--- config.mk ---
export PLATFORM = sky130hd
export DESIGN_NAME = spi_multi_master
export DESIGN_NICKNAME = d
export VERILOG_FILES = /design/src/rtl/spi_multi_master_pkg.sv /design/src/rtl/spi_clock_generator.sv /design/src/rtl/spi_multi_master.sv
export SDC_FILE = /design/constraint.sdc
export NUM_CORES = 1
export LEC_CHECK = 0
export BUFFER_PORTS_ARGS = -buffer_cell sky130_fd_sc_hd__buf_2
export CAP_MARGIN = 20
export CORE_MARGIN = 8
export CORE_UTILIZATION = 50
export CTS_BUF_LIST = sky130_fd_sc_hd__clkbuf_8
export CTS_CLUSTER_DIAMETER = 50
export DETAILED_ROUTE_END_ITERATION = 12
export GPL_TIMING_DRIVEN = 0
export PLACE_DENSITY_LB_ADDON = 0.08
export SLEW_MARGIN = 40
export SYNTH_ARGS = -nofsm -noshare
export SYNTH_HDL_FRONTEND = slang
export SYNTH_SLANG_ARGS = --single-unit
export TNS_END_PERCENT = 30
--- constraint.sdc ---
create_clock -name i_clock -period 10.2 [get_ports i_clock]
set_clock_uncertainty 0.1 [all_clocks]
set_input_delay 1.53 -clock i_clock [delete_from_list [all_inputs] [get_ports i_clock]]
set_output_delay 1.53 -clock i_clock [all_outputs]
set_load 0.01 [all_outputs]
--- src/rtl/spi_multi_master_pkg.sv ---
// Shared types and helpers for the multi-slave SPI master.
// Holds the FSM state encoding and the word-length/divider clamps.
package spi_pkg;

  typedef enum logic [2:0] {
    IDLE,
    SETUP,
    TRANSFER,
    HOLD,
    DONE
  } state_t;

  // Word length of 0 or above the maximum means a full-width word.
  function automatic int eff_len(input int n, input int max_len);
    return (n == 0 || n > max_len) ? max_len : n;
  endfunction

  // A half-period of 0 cycles is not meaningful; run it as 1.
  function automatic int eff_div(input int d);
    return (d == 0) ? 1 : d;
  endfunction

endpackage

--- src/rtl/spi_clock_generator.sv ---
// SCLK divider: half-period tick, SCLK level and edge strobes.
// Counts the 2N edges of a transfer so the FSM knows when to stop.
module spi_clock_generator #(
  parameter int DW = 8,
  parameter int EW = 7
) (
  input  logic          clk,
  input  logic          rst,
  input  logic          start,
  input  logic          start_cpol,
  input  logic [EW-1:0] start_edges,
  input  logic [DW-1:0] div,
  input  logic          run,
  output logic          sclk,
  output logic          tick,
  output logic          lead,
  output logic          trail,
  output logic          final_edge,
  output logic          edges_done
);

  logic [DW-1:0] cnt;
  logic [EW-1:0] edges_left;
  logic          fire;

  assign tick       = (cnt == div - DW'(1));
  assign edges_done = (edges_left == '0);
  assign final_edge = (edges_left == EW'(1));
  assign fire       = run && tick && !edges_done;
  // An even count of remaining edges means SCLK is at CPOL.
  assign lead       = fire && !edges_left[0];
  assign trail      = fire && edges_left[0];

  // Half-period counter, SCLK level and remaining-edge count.
  always_ff @(posedge clk or posedge rst) begin
    if (rst) begin
      cnt        <= '0;
      edges_left <= '0;
      sclk       <= 1'b0;
    end else if (start) begin
      cnt        <= '0;
      edges_left <= start_edges;
      sclk       <= start_cpol;
    end else begin
      cnt <= tick ? '0 : cnt + DW'(1);
      if (fire) begin
        sclk       <= ~sclk;
        edges_left <= edges_left - EW'(1);
      end
    end
  end

endmodule

--- src/rtl/spi_multi_master.sv ---
// SPI master with N chip selects, runtime CPOL/CPHA and word length.
// Optional internal loopback when SPI_MULTI_MASTER_LOOPBACK_EN is defined.
module spi_multi_master
  import spi_pkg::*;
#(
  parameter int SPI_CLOCK_DIVIDER_WIDTH = 8,
  parameter int SPI_MAX_DATA_WIDTH      = 32,
  parameter int SPI_CS_COUNT            = 4
) (
  input  logic                                      i_clock,
  input  logic                                      i_reset,
  input  logic                                      i_enable,
  input  logic [$clog2(SPI_CS_COUNT+1)-1:0]         i_cs_index,
  input  logic                                      i_clock_polarity,
  input  logic                                      i_clock_phase,
  input  logic [SPI_CLOCK_DIVIDER_WIDTH-1:0]        i_spi_clock_divider,
  input  logic [$clog2(SPI_MAX_DATA_WIDTH+1)-1:0]   i_word_length,
  input  logic [SPI_MAX_DATA_WIDTH-1:0]             i_data_in,
  output logic [SPI_MAX_DATA_WIDTH-1:0]             o_data_out,
  output logic                                      o_done,
  output logic                                      o_busy,
  output logic [SPI_CS_COUNT-1:0]                   o_spi_cs_n,
  output logic                                      o_spi_clock,
  output logic                                      o_spi_mosi,
`ifdef SPI_MULTI_MASTER_LOOPBACK_EN
  input  logic                                      i_loopback,
`endif
  input  logic                                      i_spi_miso
);

  localparam int MW = SPI_MAX_DATA_WIDTH;
  localparam int DW = SPI_CLOCK_DIVIDER_WIDTH;
  localparam int CW = $clog2(SPI_CS_COUNT + 1);
  localparam int LW = $clog2(MW + 1);
  localparam int EW = LW + 1;

  state_t        state;
  state_t        state_next;
  logic [CW-1:0] cs_q;
  logic          cpha_q;
  logic [DW-1:0] div_q;
  logic [MW-1:0] tx_sr;
  logic [MW-1:0] rx_sr;
  logic          loopback_q;

  logic          start;
  logic          run;
  logic [LW-1:0] len_in;
  logic [DW-1:0] div_in;
  logic [MW-1:0] tx_aligned;
  logic [CW-1:0] cs_sel;
  logic          active_next;
  logic [SPI_CS_COUNT-1:0] cs_n_next;
  logic          shift_out;
  logic          sample;
  logic          rx_bit;

  logic tick, lead, trail, final_edge, edges_done;

  assign start  = (state == IDLE) && i_enable;
  assign run    = (state == SETUP) || (state == TRANSFER);
  assign len_in = LW'(eff_len(int'(i_word_length), MW));
  assign div_in = DW'(eff_div(int'(i_spi_clock_divider)));
  // Left-align so the first bit out (bit N-1) sits at the MSB.
  assign tx_aligned = i_data_in << (MW - int'(len_in));
  assign cs_sel     = start ? i_cs_index : cs_q;

  // CPHA=0 drives on trailing edges; the last one has no bit left.
  assign shift_out = cpha_q ? lead : (trail && !final_edge);
  assign sample    = cpha_q ? trail : lead;

`ifdef SPI_MULTI_MASTER_LOOPBACK_EN
  assign rx_bit = loopback_q ? o_spi_mosi : i_spi_miso;
`else
  assign rx_bit     = i_spi_miso;
  assign loopback_q = 1'b0;
`endif

  spi_clock_generator #(
    .DW(DW),
    .EW(EW)
  ) u_clk_gen (
    .clk         (i_clock),
    .rst         (i_reset),
    .start       (start),
    .start_cpol  (i_clock_polarity),
    .start_edges ({len_in, 1'b0}),
    .div         (div_q),
    .run         (run),
    .sclk        (o_spi_clock),
    .tick        (tick),
    .lead        (lead),
    .trail       (trail),
    .final_edge  (final_edge),
    .edges_done  (edges_done)
  );

  // State register.
  always_ff @(posedge i_clock or posedge i_reset) begin
    if (i_reset) state <= IDLE;
    else         state <= state_next;
  end

  // Next-state logic: each phase ends on a half-period tick.
  always_comb begin
    state_next = state;
    unique case (state)
      IDLE:     if (i_enable) state_next = SETUP;
      SETUP:    if (tick) state_next = TRANSFER;
      TRANSFER: if (tick && edges_done) state_next = HOLD;
      HOLD:     if (tick) state_next = DONE;
      DONE:     state_next = IDLE;
      default:  state_next = IDLE;
    endcase
  end

  // Chip-select decode for the coming cycle; out-of-range index selects none.
  always_comb begin
    cs_n_next   = '1;
    active_next = (state_next == SETUP) || (state_next == TRANSFER) ||
                  (state_next == HOLD);
    for (int i = 0; i < SPI_CS_COUNT; i++) begin
      if (active_next && cs_sel == CW'(i)) cs_n_next[i] = 1'b0;
    end
  end

  // Registered handshake, select and result outputs.
  always_ff @(posedge i_clock or posedge i_reset) begin
    if (i_reset) begin
      o_spi_cs_n <= '1;
      o_done     <= 1'b0;
      o_busy     <= 1'b0;
      o_data_out <= '0;
    end else begin
      o_spi_cs_n <= cs_n_next;
      o_done     <= (state_next == DONE);
      o_busy     <= (state_next != IDLE);
      if (state_next == DONE) o_data_out <= rx_sr;
    end
  end

  // Transfer configuration latch and TX/RX shift registers.
  always_ff @(posedge i_clock or posedge i_reset) begin
    if (i_reset) begin
      cs_q       <= '0;
      cpha_q     <= 1'b0;
      div_q      <= DW'(1);
      tx_sr      <= '0;
      rx_sr      <= '0;
      o_spi_mosi <= 1'b0;
`ifdef SPI_MULTI_MASTER_LOOPBACK_EN
      loopback_q <= 1'b0;
`endif
    end else if (start) begin
      cs_q   <= i_cs_index;
      cpha_q <= i_clock_phase;
      div_q  <= div_in;
      rx_sr  <= '0;
`ifdef SPI_MULTI_MASTER_LOOPBACK_EN
      loopback_q <= i_loopback;
`endif
      if (!i_clock_phase) begin
        o_spi_mosi <= tx_aligned[MW-1];
        tx_sr      <= tx_aligned << 1;
      end else begin
        tx_sr <= tx_aligned;
      end
    end else begin
      if (shift_out) begin
        o_spi_mosi <= tx_sr[MW-1];
        tx_sr      <= tx_sr << 1;
      end
      if (sample) rx_sr <= {rx_sr[MW-2:0], rx_bit};
    end
  end

endmodule

==> results.md <==
- Status: finished, final reports clean
- Detailed placement HPWL: ~18000 um
- Final Hold Fails: 0
- CTS Sinks: 134
- CP Data Arrival Time: around 5800 ps
- Fin nets: between 1000 and 1500
- IO Count: between 90 and 100
- Commonest cells post-synth: nand2_1 (146), dfrtp_1 (129), a21oi_1 (79)
- Netlist cell types: 76
- First-pass GRT wire length: 38500 um
- RSZ-0062 raised after global routing: false
- Crit path kind: input port to flip-flop
- Startpoint Class: input port
- Die X: 144 um
- Asr flop ratio synth: 1.00
- Mapped Area: 8130 um^2
- Worst slew pin tran: about 840 ps
- Drc violations: 0
- Wirelength per Cell: 19.7 um
- # Max-Cap Violations: 0
- Post CTS Setup Buffer Count: 0
- Clk_lat worst skew: 440 ps
- Worst slack, placed: 4350 ps
- Initial drt markers: 717
- Fin crit period: 5540 ps
- Hold buffer count at cts: 0
- Max Fclk: roughly 180 MHz
- Hold WS: around 380 ps
- TritonCTS clock tree: built
- Routed Wire Length: 23900 um
- Rows: 46
- Worst Hold Depth: 1
- 1st-pass router iterations: 6
- R2R cell count: 10
- GP Congestion: between 1 and 1.5
- Syn_nets: 928
- CP Data Required Time: 10440 ps
- Number of vias per cell: 6.10
- Initial antenna violation count: 0
- IO Port Bufs: between 90 and 100
- CTS buffer count: 17
- Final setup margin: 4660 ps
- H-tree levels: 4
- Synthesized flop and latch total: between 100 and 150
- Area added between synthesis and finish: 14.2%
- Largest net degree at the start of global routing: 69
- Worst Path Max Fanout: 10
- HP Class: flip-flop to flip-flop
- Leakage: 4.16 nW
- Pwr Density: 212 nW/um^2
- CTS max path bufs: 2
- Fraction of layout cells with a size suffix above 1: 0.221
- EDFF count, synth: 0
- Post_cts resized: 0
- Final setup vio count: 0
- Root buf cell: clkbuf_8
- Synth Instances: 868
- Setup TNS: 0 ps
- Worst Setup End Kind: flip-flop
- Synth Area per Inst: 9.37 um^2
- Synthesis Warnings: 0
- Final Cycle Share: 0.544
- Total GRT Usage: 0.240
- Max-slew violations: 0
- Max_slew headroom: 0.439
- Core area: 15900 um^2
- Routed Antenna Nets: 0
- Yosys top cell by area: dfrtp_1
- Count leader, synth: nand2_1
- Worst ir drop on vdd: approximately 0.1 mV
- Total gr overflow: 0
- Starting Density: 0.512
- DR vias: 7384
- Ant diodes: 0
- Post-synth top flop: dfrtp_1
- Vert. Die Dim: 144 um
- Synth top area share: 0.397
- Die area: 20600 um^2
- Largest cells by area after synthesis: dfrtp_1 (40%), nand2_1 (6.7%), mux4_2 (5.8%)
- Seq/Total Area, Yosys: 0.413
- Clk slew on worst S/H paths: 70 ps
- Vias in the first global route: ~7200
-- critical path, cell delays in order --
cell       delay (ps)
buf_2             140
nor2b_1           130
buf_2             180
buf_4             210
inv_1             200
buf_1             420
ha_1              230
clkbuf_1          370
nor3_1            140
a21oi_1           490
clkbuf_1          460
nand3_1           290
nand2_1           170
nor2_1             50
a2111oi_0         530
a221oi_1          100
o31ai_1           120
-- kinds of logic (layout without fill, tap and decap cells) --
family	after synthesis	after routing	synth area share
compound gates	218	218	0.179
xor+xnor	23	23	0.0248
fa+ha+maj	5	5	0.00769
buf+inv	81	207	0.0440
flops	134	134	0.413
mux	87	87	0.146
simple gates	320	320	0.186
-- placed cells by master (no fill, tap or decap), drive strengths merged, types with 16 or more instances in the layout --
cell type / count
a21oi: 79
buf: 124
clkbuf: 53
dfrtp: 129
inv: 20
mux2: 40
mux2i: 26
mux4: 21
nand2: 147
nand3: 35
nor2: 57
nor3: 16
o21ai: 23
-- sequential cells by signal, summed over array words and instances, names as in the netlist, 3 cells and up --
register / flops
rx_sr: 32
u_clk_gen.edges_left: 7
u_clk_gen.cnt: 8
div_q: 8
o_data_out: 32
o_spi_cs_n: 4
cs_q: 3
tx_sr: 32
state: 3
-- power by group --
group          switching [mW]  internal (mW)  leakage, nW
Sequential              0.149          0.730         1.67
Clock                   0.209          0.196        0.181
Combinational           0.391          0.293         2.31
Total                   0.749           1.22         4.16
-- metal layers --
metal  global-route usage  wire [um]  share of wire  vias up
met1                0.307      10100           0.42     3600
li1                     -          -              -     3427
met3               0.0521       1790          0.075       65
met5                    0          0              0        -
met2                0.383      11200           0.47      292
met4                0.107        857          0.036        0
-- cell type report --
cell class,instances,area (um^2)
Buffer,65,298
Clock buffer,18,248
Clock inverter,14,115
Fill cell,1471,6600
Inverter,16,67.6
Multi-Input combinational cell,653,4440
Sequential cell,134,3360
Tap cell,216,270
Timing Repair Buffer,94,493
-- worst paths after layout --
| check | slack (ps) | end | from |
|---|---|---|---|
| max | 4660 | tx_sr[22] | i_word_length[0] |
| min | 380 | o_data_out[1] | o_data_out[1] |
| max reg2reg | 6730 | tx_sr[29] | div_q[0] |
| min reg2reg | 380 | o_data_out[1] | o_data_out[1] |
| max in group asynchronous | 8250 | div_q[0] | i_reset |
| min in group asynchronous | 1020 | o_data_out[13] | i_reset |
-- through the flow --
step	util	cells	area (um^2)	total power [mW]
2_1_floorplan	-	868	8130	1.35
6_report	0.585	1210	9290	1.97
3_3_place_gp	0.558	1177	8870	1.54
4_1_cts	0.585	1210	9290	1.98
3_5_place_dp	0.562	1178	8920	1.56
5_1_grt	0.585	1210	9290	2.11
(Power assumes the default switching activity.)
